$ cat src/rtl/bf2_bundle_packer.sv
// Serial-to-parallel packer: gathers DEPTH complex samples into one lane bundle for the
// radix-2 butterfly, double-buffered so one bundle can be held while the next one fills.
module bf2_bundle_packer #(
   parameter int WIDTH = 9,
   parameter int DEPTH = 16
) (
   input  logic                     clk,
   input  logic                     rst,
   input  logic                     s_valid,
   output logic                     s_ready,
   input  logic [WIDTH-1:0]         s_r,
   input  logic [WIDTH-1:0]         s_q,
   input  logic                     s_last,
   output logic                     m_valid,
   input  logic                     m_ready,
   output logic [DEPTH*WIDTH-1:0]   dout_R,
   output logic [DEPTH*WIDTH-1:0]   dout_Q,
   output logic                     m_last
);

   localparam int CW = (DEPTH > 1) ? $clog2(DEPTH) : 1;
   localparam int BW = DEPTH * WIDTH;

   typedef enum logic {FILL, HOLD} state_t;

   state_t          state_q, state_d;
   logic [CW-1:0]   cnt_q, cnt_d;
   logic [BW-1:0]   buf_r_q, buf_r_d, buf_q_q, buf_q_d;
   logic [BW-1:0]   out_r_q, out_r_d, out_q_q, out_q_d;
   logic            m_valid_q, m_valid_d;
   logic            m_last_q, m_last_d;
   logic            hold_last_q, hold_last_d;
   logic [BW-1:0]   merged_r, merged_q;
   logic            accept, close, slot_free;

   assign s_ready   = (state_q == FILL) & ~rst;
   assign accept    = s_valid & s_ready;
   assign close     = accept & ((cnt_q == CW'(DEPTH - 1)) | s_last);
   assign slot_free = ~m_valid_q | m_ready;

   // Fill buffer with the incoming sample dropped into lane cnt.
   for (genvar gi = 0; gi < DEPTH; gi++) begin : g_lane
      assign merged_r[gi*WIDTH +: WIDTH] = (cnt_q == CW'(gi)) ? s_r : buf_r_q[gi*WIDTH +: WIDTH];
      assign merged_q[gi*WIDTH +: WIDTH] = (cnt_q == CW'(gi)) ? s_q : buf_q_q[gi*WIDTH +: WIDTH];
   end

   always_comb begin
      state_d     = state_q;
      cnt_d       = cnt_q;
      buf_r_d     = buf_r_q;
      buf_q_d     = buf_q_q;
      out_r_d     = out_r_q;
      out_q_d     = out_q_q;
      m_valid_d   = m_valid_q;
      m_last_d    = m_last_q;
      hold_last_d = hold_last_q;
      case (state_q)
         FILL: begin
            if (close) begin
               cnt_d = '0;
               if (slot_free) begin
                  // Replaces any bundle consumed this cycle, so no bubble on m_valid.
                  out_r_d   = merged_r;
                  out_q_d   = merged_q;
                  m_valid_d = 1'b1;
                  m_last_d  = s_last;
                  buf_r_d   = '0;
                  buf_q_d   = '0;
               end else begin
                  buf_r_d     = merged_r;
                  buf_q_d     = merged_q;
                  hold_last_d = s_last;
                  state_d     = HOLD;
               end
            end else begin
               if (accept) begin
                  buf_r_d = merged_r;
                  buf_q_d = merged_q;
                  cnt_d   = cnt_q + 1'b1;
               end
               if (m_valid_q & m_ready) begin
                  m_valid_d = 1'b0;
               end
            end
         end
         HOLD: begin
            if (m_ready) begin
               out_r_d   = buf_r_q;
               out_q_d   = buf_q_q;
               m_valid_d = 1'b1;
               m_last_d  = hold_last_q;
               buf_r_d   = '0;
               buf_q_d   = '0;
               cnt_d     = '0;
               state_d   = FILL;
            end
         end
         default: state_d = FILL;
      endcase
   end

   always_ff @(posedge clk) begin
      if (rst) begin
         state_q     <= FILL;
         cnt_q       <= '0;
         buf_r_q     <= '0;
         buf_q_q     <= '0;
         out_r_q     <= '0;
         out_q_q     <= '0;
         m_valid_q   <= 1'b0;
         m_last_q    <= 1'b0;
         hold_last_q <= 1'b0;
      end else begin
         state_q     <= state_d;
         cnt_q       <= cnt_d;
         buf_r_q     <= buf_r_d;
         buf_q_q     <= buf_q_d;
         out_r_q     <= out_r_d;
         out_q_q     <= out_q_d;
         m_valid_q   <= m_valid_d;
         m_last_q    <= m_last_d;
         hold_last_q <= hold_last_d;
      end
   end

   assign m_valid = m_valid_q;
   assign m_last  = m_last_q;
   assign dout_R  = out_r_q;
   assign dout_Q  = out_q_q;

endmodule

$ cat config.mk
export PLATFORM = sky130hd
export DESIGN_NAME = bf2_bundle_packer
export DESIGN_NICKNAME = d
export VERILOG_FILES = /design/src/rtl/bf2_bundle_packer.sv
export SDC_FILE = /design/constraint.sdc
export NUM_CORES = 1
export LEC_CHECK = 0
export ABC_AREA = 1
export CELL_PAD_IN_SITES_DETAIL_PLACEMENT = 1
export CELL_PAD_IN_SITES_GLOBAL_PLACEMENT = 1
export CORE_UTILIZATION = 43
export DETAILED_ROUTE_END_ITERATION = 8
export GPL_TIMING_DRIVEN = 0
export PLACE_DENSITY_LB_ADDON = 0.2
export SETUP_SLACK_MARGIN = 0.4
export SLEW_MARGIN = 0
export SYNTH_ARGS = -nofsm -noshare
export SYNTH_HDL_FRONTEND = slang
export SYNTH_SLANG_ARGS = --single-unit
export TNS_END_PERCENT = 50
$ cat constraint.sdc
create_clock -name clk -period 2.82 [get_ports clk]
set_input_delay 0.423 -clock clk [delete_from_list [all_inputs] [get_ports clk]]
set_output_delay 0.423 -clock clk [all_outputs]
set_load 0.05 [all_outputs]
After elaboration in Yosys (flattened, before gate mapping)
Cells that the tools add are included.
- register bits: 584
- input bits: 23
- output and inout bits: 291
- logic and storage cells: 112
- $add $sub $neg: 1
- equal/unequal tests: 21
- mux-type cells: 66
- bitwise logic cells: 10
- reductions and logical operators: 5
- operator list (kind ; count):
    $mux W144 ; 13
    $pmux W144 S2 ; 4
    $mux W9 ; 32
    $eq A4 B4 Y1 const B ; 8
    $eq A4 B3 Y1 const B ; 4
    $mux W4 ; 3
    $mux W1 ; 10
    $reduce_and A3 Y1 ; 3
    $eq A4 B2 Y1 const B ; 2
    $pmux W4 S2 ; 1
    $ne A2 B2 Y1 const B ; 3
    $ne A3 B3 Y1 const B ; 2
    $pmux W1 S2 ; 3
    $add A4 B1 Y4 const B ; 1
    $and A1 B1 Y1 ; 4
    $eq A4 B1 Y1 const B ; 1
    $logic_not A4 Y1 ; 1
    $not A1 Y1 ; 4
    $ne A3 B2 Y1 const B ; 1
    $or A1 B1 Y1 ; 2
    $reduce_and A2 Y1 ; 1

Logic depth before layout (Yosys ltp)
Gate-level depths: netlist of the first run.
- depth in word-level cells: 6
- depth in mapped cells: 12

Worst setup path before layout of the first run
Ideal clock, no wire load.
- path type: register -> register
- from: register cnt_q[0]
- to: register buf_r_q[21]
- library setup time: 128 ps
- arrival time: 1548 ps
- path slack: 1144 ps
- stages on the path, launching flop included: 9
- clock period less this slack: 1676 ps
- cell sequence: dfxtp_1 > inv_1 > ha_1 > buf_2 > nand2_1 > clkbuf_1 > a21oi_1 > nand3_1 > a21oi_1
- cells in the longest elaborated chain, start to end: 5
- RTL lines (item ; RTL line ; source):
    start, declared ; 27 ; logic [CW-1:0] cnt_q, cnt_d;
    start signal, assigned ; 115 ; cnt_q <= cnt_d;
    $eq A4 B2 Y1 / $eq A4 B4 Y1 (equally long branches) ; 43, 38 ;
    $mux W9 / $or A1 B1 Y1 (equally long branches) ; 43, 38 ;
    $mux W144 (tied with other cells) ; 76 ; if (accept) begin
    $mux W144 / $ne A3 B3 Y1 (equally long branches) ; -- ;
    $pmux W144 S2 / $reduce_and A2 Y1 (equally long branches) ; -- ;
    end signal, assigned ; 116 ; buf_r_q <= buf_r_d;
    end, declared ; 28 ; logic [BW-1:0] buf_r_q, buf_r_d, buf_q_q, buf_q_d;
Several ways; a longest one is shown, not always the timed one. The select of a mux whose other input is x is not followed.
A chain may end at the register's enable or synchronous reset.

Worst setup path after layout of the first run
- from: input s_r[3]
- to: register out_r_q[129], in the netlist dout_R[129]
- cells in the longest elaborated chain, start to end: 4
- RTL lines (item ; RTL line ; source):
    start, declared ; 11 ; input logic [WIDTH-1:0] s_r,
    $mux W9 ; 43 ; assign merged_r[gi*WIDTH +: WIDTH] = (cnt_q == CW'(gi)) ? s_r : buf_r_q[gi*WIDTH +: WIDTH];
    $mux W144 ; 61 ; if (slot_free) begin
    $mux W144 ; 59 ; if (close) begin
    $pmux W144 S2 ; 57 ; case (state_q)
    end signal, assigned ; 118 ; out_r_q <= out_r_d;
    end, declared ; 29 ; logic [BW-1:0] out_r_q, out_r_d, out_q_q, out_q_d;
Every way passes these cells. The select of a mux whose other input is x is not followed.

==> results of run 1 <==
-- critical path, cell delays in order --
cell and delay (ns):
sky130_fd_sc_hd__clkdlybuf4s50_1 0.39, sky130_fd_sc_hd__inv_1 0.45, sky130_fd_sc_hd__clkbuf_1 1.00, sky130_fd_sc_hd__nand2_1 0.22, sky130_fd_sc_hd__nand3_1 0.15, sky130_fd_sc_hd__nand2_1 0.06
sky130_fd_sc_hd__nor2_1 0.24, sky130_fd_sc_hd__nor2_1 0.11
-- cell usage in the layout, fill, tap and decap left out, types with 4 or more instances in the layout --
master | netlist | final
sky130_fd_sc_hd__a21oi_1 | 582 | 582
sky130_fd_sc_hd__buf_1 | 27 | 25
sky130_fd_sc_hd__buf_2 | 144 | 141
sky130_fd_sc_hd__buf_4 | 11 | 12
sky130_fd_sc_hd__buf_6 | 29 | 30
sky130_fd_sc_hd__bufinv_16 | 0 | 10
sky130_fd_sc_hd__clkbuf_1 | 206 | 195
sky130_fd_sc_hd__clkbuf_16 | 0 | 72
sky130_fd_sc_hd__clkbuf_2 | 0 | 24
sky130_fd_sc_hd__clkbuf_8 | 0 | 16
sky130_fd_sc_hd__clkdlybuf4s50_1 | 0 | 312
sky130_fd_sc_hd__clkinv_2 | 0 | 12
sky130_fd_sc_hd__dfxtp_1 | 584 | 584
sky130_fd_sc_hd__diode_2 | 0 | 5
sky130_fd_sc_hd__inv_1 | 603 | 603
sky130_fd_sc_hd__inv_2 | 10 | 10
sky130_fd_sc_hd__nand2_1 | 1674 | 1673
sky130_fd_sc_hd__nand2_2 | 3 | 4
sky130_fd_sc_hd__nand3_1 | 650 | 650
sky130_fd_sc_hd__nand3_2 | 13 | 12
sky130_fd_sc_hd__nor2_1 | 581 | 574
sky130_fd_sc_hd__nor2_2 | 0 | 6
sky130_fd_sc_hd__o21ai_0 | 289 | 289
-- layout make-up --
cell class | count | area (sq um) | area share [%]
repair buffers | 314 | 3150 | 8.02
plain buffers | 417 | 2060 | 5.25
diodes | 5 | 12.5 | 0.0318
flip-flops and latches | 584 | 11700 | 29.7
inverters | 617 | 2320 | 5.90
well taps | 969 | 1210 | 3.08
multi-input cells | 3805 | 16400 | 41.7
clock buffers | 102 | 2070 | 5.28
clock inverters | 26 | 405 | 1.03
-- cells in the mapped netlist --
cell	n	area, sq um
sky130_fd_sc_hd__nand2_1	1674	6280
sky130_fd_sc_hd__nand3_1	650	3250
sky130_fd_sc_hd__inv_1	603	2260
sky130_fd_sc_hd__dfxtp_1	584	11700
sky130_fd_sc_hd__a21oi_1	582	2910
sky130_fd_sc_hd__nor2_1	581	2180
sky130_fd_sc_hd__o21ai_0	289	1450
sky130_fd_sc_hd__clkbuf_1	206	773
sky130_fd_sc_hd__buf_2	144	721
sky130_fd_sc_hd__buf_6	29	327
sky130_fd_sc_hd__buf_1	27	101
sky130_fd_sc_hd__nand3_2	13	130
sky130_fd_sc_hd__buf_4	11	82.6
sky130_fd_sc_hd__inv_2	10	37.5
sky130_fd_sc_hd__clkinv_1	4	15.0
sky130_fd_sc_hd__ha_1	4	50.1
sky130_fd_sc_hd__nand2_2	3	18.8
sky130_fd_sc_hd__nand4_1	2	12.5
sky130_fd_sc_hd__nor2_4	2	22.5
sky130_fd_sc_hd__xor2_1	2	17.5
sky130_fd_sc_hd__nand2_4	1	11.3
sky130_fd_sc_hd__nor3_1	1	5.00
sky130_fd_sc_hd__o21ai_1	1	5.00
-- where the power goes --
group / leakage (nW) / internal, mW / switching [mW]
Sequential: 4.79 / 8.76 / 0.363
Combinational: 13.2 / 1.35 / 2.96
Clock: 1.22 / 6.04 / 3.97
Total: 19.2 / 16.1 / 7.29
-- sequential cells by signal, summed over array words and instances (netlist names) --
register / flops
m_last: 1
dout_R: 144
buf_q_q: 144
cnt_q: 4
buf_r_q: 144
hold_last_q: 1
dout_Q: 144
state_q: 1
m_valid: 1
-- metrics by stage --
step / power [mW] / worst slack [ns] / instances
5_1_grt: 24.1 / 0.290 / 6836
4_1_cts: 23.4 / 0.356 / 6833
6_report: 23.4 / 0.241 / 6839
3_5_place_dp: 13.5 / -0.429 / 6705
2_1_floorplan: 12.0 / 1.14 / 5423
3_3_place_gp: 13.3 / -0.728 / 6705
-- kinds of logic (layout without fill, tap and decap cells) --
kind of cell	count (synthesis)	after routing	synth area share, %
and+or+nand+nor	2927	2927	36.8
buffers and inverters	1034	1476	13.4
AOI/OAI and AO/OA	872	872	13.5
DFF	584	584	36.1
adders and majority gates	4	4	0.155
xor gates and xnor gates	2	2	0.0541
other	0	5	0
-- timing repair --
action                                  4_1_cts  5_1_grt
gates resized for setup                      15       60
hold buffers                                  0        0
setup buffers                                 0        1
endpoints found under the setup margin      171      336
endpoints found under the hold margin         0        0
-- final timing paths --
path / from / to / slack (ns) / depth (start not counted)
min: rst / state_q / 0.47 / 2
max reg2reg: cnt_q[0] / dout_R[127] / 0.32 / 11
max: s_r[3] / dout_R[129] / 0.24 / 8
min reg2reg: hold_last_q / hold_last_q / 0.49 / 2
-- metal layers --
layer  track usage, %  part of all wire [%]  up-vias
li1                 -                     -    17772
met1             44.3                    42    18285
met2             57.9                    46     1415
met3             5.83                   7.1      373
met4             17.4                   4.7        0
met5                0                     0        -
==> metrics.txt, run 1 <==
# TYPE chip_impl_metric gauge
chip_impl_metric{name="cts_made_buffers",unit=""} 70
chip_impl_metric{name="number_of_inserted_filler_cells_in_the_final_layout",unit=""} 10358
chip_impl_metric{name="postRouteWirelength",unit="mm"} 139
chip_impl_metric{name="slew_at_the_pin_closest_to_its_max_slew_limit",unit="ns"} 1.39
chip_impl_info{name="unrepaired_setup_endpoints_after_global_routing",value="yes"} 1
chip_impl_metric{name="setup_viol",unit=""} 0
chip_impl_metric{name="hold_viol",unit=""} 0
chip_impl_info{name="run_status",value="complete, no violations"} 1
chip_impl_metric{name="floorplan.die.height",unit="um"} 276
chip_impl_metric{name="source_to_sink_clock_delay_at_the_later_pin_of_the_worst_skew_pair",unit="ns"} 0.63
chip_impl_metric{name="area.growth.synth_to_final",unit="%"} 21.5
chip_impl_metric{name="detailedPlacementHpwl",unit="mm"} 96.4
chip_impl_metric{name="grt_use_total",unit="%"} 35.1
chip_impl_metric{name="drt-wirelength-per-cell",unit="um"} 20.3
chip_impl_info{name="worstHoldPathType",value="in -> reg"} 1
chip_impl_metric{name="postSynthCellCount",unit=""} 5423
chip_impl_metric{name="ys_seq_area_share",unit="%"} 36.1
chip_impl_info{name="worst_setup_path_start_kind",value="input pin"} 1
chip_impl_metric{name="detail_route.iter0.violations",unit=""} 3554
chip_impl_metric{name="synthesis.area",unit="sq mm"} 0.0324
chip_impl_metric{name="worst_hold_slack",unit="ns"} 0.467
chip_impl_metric{name="slew_viol_final",unit=""} 0
chip_impl_metric{name="cellLeakagePower",unit="nW"} 19.2
chip_impl_metric{name="post_dr_vias_cell",unit=""} 5.53
chip_impl_metric{name="initial_utilization",unit="%"} 43.5
chip_impl_metric{name="floorplan.die.width",unit="um"} 276
chip_impl_metric{name="placed_area",unit="sq mm"} 0.0367
chip_impl_metric{name="grt_antenna_before_repair",unit=""} 3
chip_impl_info{name="endpoint_kind",value="register"} 1
chip_impl_metric{name="layout_worst_path_cycle_share",unit="%"} 91.5
chip_impl_metric{name="remaining_drc_errors",unit=""} 0
chip_impl_metric{name="core_area",unit="sq mm"} 0.0744
chip_impl_metric{name="final_util",unit="%"} 52.8
chip_impl_metric{name="worst_ep_required_time",unit="ns"} 3.31
chip_impl_metric{name="portBuffers",unit=""} 313
chip_impl_metric{name="irDropWorstVdd",unit="mV"} 0.411
chip_impl_metric{name="cp.arrival",unit="ns"} 3.06
chip_impl_metric{name="placementRows",unit=""} 100
chip_impl_metric{name="cts_htree_levels",unit=""} 3
chip_impl_metric{name="drt_first_pass_iters",unit=""} 6
chip_impl_metric{name="count_of_antenna_violating_nets_left_after_detailed_routing",unit=""} 0
chip_impl_metric{name="timing.clock.skew",unit="ns"} 0.0226
chip_impl_metric{name="synthesis.yosys.warnings",unit=""} 0
chip_impl_metric{name="synth.distinct_cells",unit=""} 23
chip_impl_metric{name="gpl.final_weighted_congestion",unit=""} 0.920
chip_impl_metric{name="fin_setup_tns",unit="ns"} 0
chip_impl_metric{name="clock.fmax",unit="GHz"} 0.388
chip_impl_metric{name="max-clock-path-buffers",unit=""} 3
chip_impl_metric{name="critPathMaxFanout",unit=""} 10
chip_impl_metric{name="maxCapViolCount",unit=""} 0
chip_impl_info{name="clock_tree_from_tritoncts",value="built"} 1
chip_impl_metric{name="synthesis.area_per_instance",unit="sq um"} 5.97
chip_impl_metric{name="io_pins",unit=""} 314
chip_impl_metric{name="clk_pin_slew",unit="ns"} 0.06
chip_impl_metric{name="via_count",unit=""} 37845
chip_impl_metric{name="numClockSinks",unit=""} 584
chip_impl_metric{name="grt_max_degree",unit=""} 14
chip_impl_metric{name="max_slew_headroom",unit="%"} 7.06
chip_impl_metric{name="finalNetCount",unit=""} 5836
chip_impl_metric{name="vias_in_the_first_global_route",unit=""} 38112
chip_impl_metric{name="global_route_wire_length_before_repair",unit="mm"} 214
chip_impl_info{name="setup.worst_path.class",value="in -> reg"} 1
chip_impl_metric{name="synth.net_count",unit=""} 5450
chip_impl_metric{name="power.density",unit="mW/mm^2"} 596
chip_impl_metric{name="grt_overflow_total",unit=""} 0
chip_impl_metric{name="final_area",unit="sq mm"} 0.0393
chip_impl_metric{name="synth-seq-cells",unit=""} 584
chip_impl_metric{name="fraction_of_layout_cells_with_a_size_suffix_above_1",unit="%"} 6.26
chip_impl_info{name="cts-root-buf",value="sky130_fd_sc_hd__clkbuf_16"} 1
chip_impl_metric{name="timing.final.crit_period",unit="ns"} 2.58
chip_impl_metric{name="fp.dieArea",unit="sq mm"} 0.0764
(Power assumes the default switching activity.)
==> run 2: changes to the inputs <==
--- a/config.mk
+++ b/config.mk
@@ -8,9 +8,11 @@
 export ABC_AREA = 1
 export CELL_PAD_IN_SITES_DETAIL_PLACEMENT = 1
 export CELL_PAD_IN_SITES_GLOBAL_PLACEMENT = 1
-export CORE_UTILIZATION = 43
+export CORE_UTILIZATION = 36
+export CTS_CLUSTER_SIZE = 12
 export DETAILED_ROUTE_END_ITERATION = 8
 export GPL_TIMING_DRIVEN = 0
+export HOLD_SLACK_MARGIN = 0.1
 export PLACE_DENSITY_LB_ADDON = 0.2
 export SETUP_SLACK_MARGIN = 0.4
 export SLEW_MARGIN = 0
==> constraint.sdc (replaced) <==
create_clock -name clk -period 2.2 [get_ports clk]
set_input_delay 0.33 -clock clk [delete_from_list [all_inputs] [get_ports clk]]
set_output_delay 0.33 -clock clk [all_outputs]
set_load 0.05 [all_outputs]
==> metrics.txt, run 2 (same netlist as run 1, synthesis figures left out) <==
# TYPE chip_impl_metric gauge
chip_impl_info{name="run_status",value="finished with violations"} 1
chip_impl_info{name="violations",value="design-rule violations"} 1
chip_impl_info{name="critical_path.startpoint",value="state_q"} 1
chip_impl_metric{name="numClockSinks",unit=""} 584
chip_impl_metric{name="slew_at_the_pin_closest_to_its_max_slew_limit",unit="ns"} 0.782
chip_impl_metric{name="grt_overflow_total",unit=""} 0
chip_impl_metric{name="max_slew_headroom",unit="%"} 48.1
chip_impl_info{name="unrepaired_setup_endpoints_after_global_routing",value="yes"} 1
chip_impl_metric{name="initial_utilization",unit="%"} 36.5
chip_impl_metric{name="max-clock-path-buffers",unit=""} 3
chip_impl_metric{name="global_route_wire_length_before_repair",unit="mm"} 220
chip_impl_metric{name="post_dr_vias_cell",unit=""} 5.32
chip_impl_metric{name="cts.hold.buffers_added",unit=""} 0
chip_impl_info{name="worstHoldPathType",value="in -> reg"} 1
chip_impl_metric{name="detail_route.iter0.violations",unit=""} 2965
chip_impl_metric{name="finalNetCount",unit=""} 5891
chip_impl_metric{name="number_of_inserted_filler_cells_in_the_final_layout",unit=""} 11889
chip_impl_metric{name="count_of_antenna_violating_nets_left_after_detailed_routing",unit=""} 0
chip_impl_info{name="worst_setup_path_start_kind",value="register"} 1
chip_impl_info{name="endpoint_kind",value="register"} 1
chip_impl_info{name="cts-root-buf",value="sky130_fd_sc_hd__clkbuf_16"} 1
chip_impl_metric{name="drt_first_pass_iters",unit=""} 7
chip_impl_metric{name="layout_worst_path_cycle_share",unit="%"} 94.5
chip_impl_metric{name="portBuffers",unit=""} 313
chip_impl_metric{name="drt-wirelength-per-cell",unit="um"} 20.9
chip_impl_info{name="timing.critical_path.max_delay_family",value="buffers and inverters"} 1
chip_impl_metric{name="timing.final.crit_period",unit="ns"} 2.08
chip_impl_metric{name="critPathMaxFanout",unit=""} 10
chip_impl_metric{name="placementRows",unit=""} 109
chip_impl_metric{name="io_pins",unit=""} 314
chip_impl_metric{name="vias_in_the_first_global_route",unit=""} 37300
chip_impl_metric{name="antenna_cells_inserted",unit=""} 0
chip_impl_info{name="timing.critical_path.to",value="dout_Q[128]"} 1
chip_impl_info{name="r2r-start",value="state_q"} 1
chip_impl_info{name="clock_tree_from_tritoncts",value="built"} 1
chip_impl_metric{name="hold_viol",unit=""} 0
chip_impl_metric{name="worst-r2r-setup-slack",unit="ns"} 0.12
chip_impl_metric{name="source_to_sink_clock_delay_at_the_later_pin_of_the_worst_skew_pair",unit="ns"} 0.63
chip_impl_metric{name="grt_max_degree",unit=""} 13
chip_impl_metric{name="timing.clock.skew",unit="ns"} 0.0200
chip_impl_metric{name="worst_hold_slack",unit="ns"} 0.374
chip_impl_metric{name="cts_htree_levels",unit=""} 3
chip_impl_info{name="critical_path.reg2reg.endpoint",value="dout_Q[128]"} 1
chip_impl_info{name="setup.worst_path.class",value="reg -> reg"} 1
chip_impl_metric{name="slowest_cell_delay_on_critical_path",unit="ns"} 0.52
chip_impl_metric{name="postRouteWirelength",unit="mm"} 148
chip_impl_metric{name="crit_cells",unit=""} 7
chip_impl_metric{name="gpl.final_weighted_congestion",unit=""} 0.874
chip_impl_metric{name="fp.dieArea",unit="sq mm"} 0.0911
chip_impl_metric{name="worst-r2r-cell-count",unit=""} 7
chip_impl_metric{name="cp.arrival",unit="ns"} 2.63
chip_impl_metric{name="detailedPlacementHpwl",unit="mm"} 99.6
chip_impl_metric{name="worst_ep_required_time",unit="ns"} 2.75
chip_impl_metric{name="core_area",unit="sq mm"} 0.0886
chip_impl_metric{name="clock.fmax",unit="GHz"} 0.481
chip_impl_metric{name="power.density",unit="mW/mm^2"} 735
chip_impl_metric{name="final_area",unit="sq mm"} 0.0420
chip_impl_metric{name="placed_area",unit="sq mm"} 0.0370
chip_impl_metric{name="worstPathBufferInverterCount",unit=""} 3
chip_impl_metric{name="irDropWorstVdd",unit="mV"} 0.566
chip_impl_metric{name="grt_use_total",unit="%"} 31.1
chip_impl_metric{name="floorplan.die.width",unit="um"} 302
chip_impl_metric{name="floorplan.die.height",unit="um"} 302
chip_impl_metric{name="fin_setup_tns",unit="ns"} 0
chip_impl_info{name="final_common_cell",value="sky130_fd_sc_hd__nand2_1"} 1
chip_impl_metric{name="slew_viol_final",unit=""} 0
chip_impl_metric{name="grt_antenna_before_repair",unit=""} 3
chip_impl_metric{name="setup_viol",unit=""} 0
chip_impl_metric{name="final_util",unit="%"} 47.4
chip_impl_metric{name="area.growth.synth_to_final",unit="%"} 29.8
chip_impl_metric{name="fraction_of_layout_cells_with_a_size_suffix_above_1",unit="%"} 12.4
chip_impl_metric{name="maxCapViolCount",unit=""} 0
chip_impl_info{name="mostFrequentLayoutCells",value="sky130_fd_sc_hd__nand2_1 (1616), sky130_fd_sc_hd__nand3_1 (650), sky130_fd_sc_hd__inv_1 (600)"} 1
chip_impl_metric{name="cts_made_buffers",unit=""} 73
chip_impl_metric{name="cellLeakagePower",unit="nW"} 21.6
chip_impl_metric{name="remaining_drc_errors",unit=""} 21
chip_impl_metric{name="via_count",unit=""} 37672
chip_impl_info{name="cp_slowest_cell",value="sky130_fd_sc_hd__clkbuf_2"} 1
chip_impl_metric{name="clk_pin_slew",unit="ns"} 0.07
chip_impl_info{name="crit_path_cell_trace",value="buf_2, clkbuf_2, clkbuf_1, nand2_1, nand2_1, nor2_1, nor2_1"} 1
-- run 2: changes by cell type in the layout (fill, tap and decap cells not counted), moves of 28 or more --
| cell | delta |
|---|---|
| sky130_fd_sc_hd__buf_8 | +28 |
| sky130_fd_sc_hd__nor2_2 | +78 |
| sky130_fd_sc_hd__nand2_1 | -57 |
| sky130_fd_sc_hd__buf_2 | -66 |
| sky130_fd_sc_hd__clkdlybuf4s50_1 | -290 |
| sky130_fd_sc_hd__nand2_2 | +32 |
| sky130_fd_sc_hd__buf_4 | +50 |
| sky130_fd_sc_hd__nor2_1 | -130 |
| sky130_fd_sc_hd__clkbuf_2 | +86 |
| sky130_fd_sc_hd__clkbuf_1 | -101 |
| sky130_fd_sc_hd__dlygate4sd2_1 | +289 |
| sky130_fd_sc_hd__nor2_4 | +52 |
-- run 2: layout make-up --
class	instances	area, sq um	area share [%]
Buffer	417	2800	6.67
Clock buffer	106	2270	5.40
Clock inverter	27	344	0.819
Inverter	617	2360	5.62
Multi-Input combinational cell	3805	17400	41.4
Sequential cell	584	11700	27.8
Tap cell	1165	1460	3.47
Timing Repair Buffer	366	3690	8.78
-- run 2: worst min-delay path by stage --
stage | slack [ns] | to | cells after the start | startpoint
floorplan | 0.40 | hold_last_q | 1 | rst
global placement | 0.46 | hold_last_q | 2 | hold_last_q
detailed placement | 0.47 | hold_last_q | 2 | hold_last_q
CTS | 0.33 | hold_last_q | 2 | rst
global route | 0.39 | hold_last_q | 2 | rst
finish | 0.37 | state_q | 2 | rst
-- run 2: where the power goes --
part / total (mW) / internal, mW / switching, mW
clock network: 13.3 / 8.09 / 5.23
logic: 5.88 / 1.85 / 4.03
registers: 11.7 / 11.2 / 0.449
-- run 2: timing repair --
item,4_1_cts,5_1_grt
endpoints found under the setup margin,871,874
buffers inserted,17,12
hold endpoints to repair,0,0
gates resized for setup,701,333
pin swaps,18,41
gates cloned,10,14
-- run 2: worst reg2reg max path, delay by kind of cell (launching register included) --
family | cells | cell delay (ns)
buf+inv | 3 | 1.19
simple gates | 4 | 0.47
flops | 1 | 0.33
-- run 2: metal layers --
layer | GRT usage, % | wire length [um] | part of all wire, % | vias up
li1 | - | - | - | 17864
met1 | 40.7 | 64500 | 44 | 18291
met2 | 51.0 | 68700 | 46 | 1207
met3 | 4.42 | 9070 | 6.1 | 306
met4 | 13.4 | 5800 | 3.9 | 4
met5 | 0 | 28 | 0.019 | -
-- run 2: per-stage QoR --
step                      power, mW  worst slack [ns]  std cells
after CTS                      30.7             0.176       7061
after global routing           31.9             0.114       7087
after floorplan                15.4             0.524       5423
after global placement         17.2             -1.31       6901
after detailed placement       17.3             -1.14       6901
final                          30.9             0.120       7087
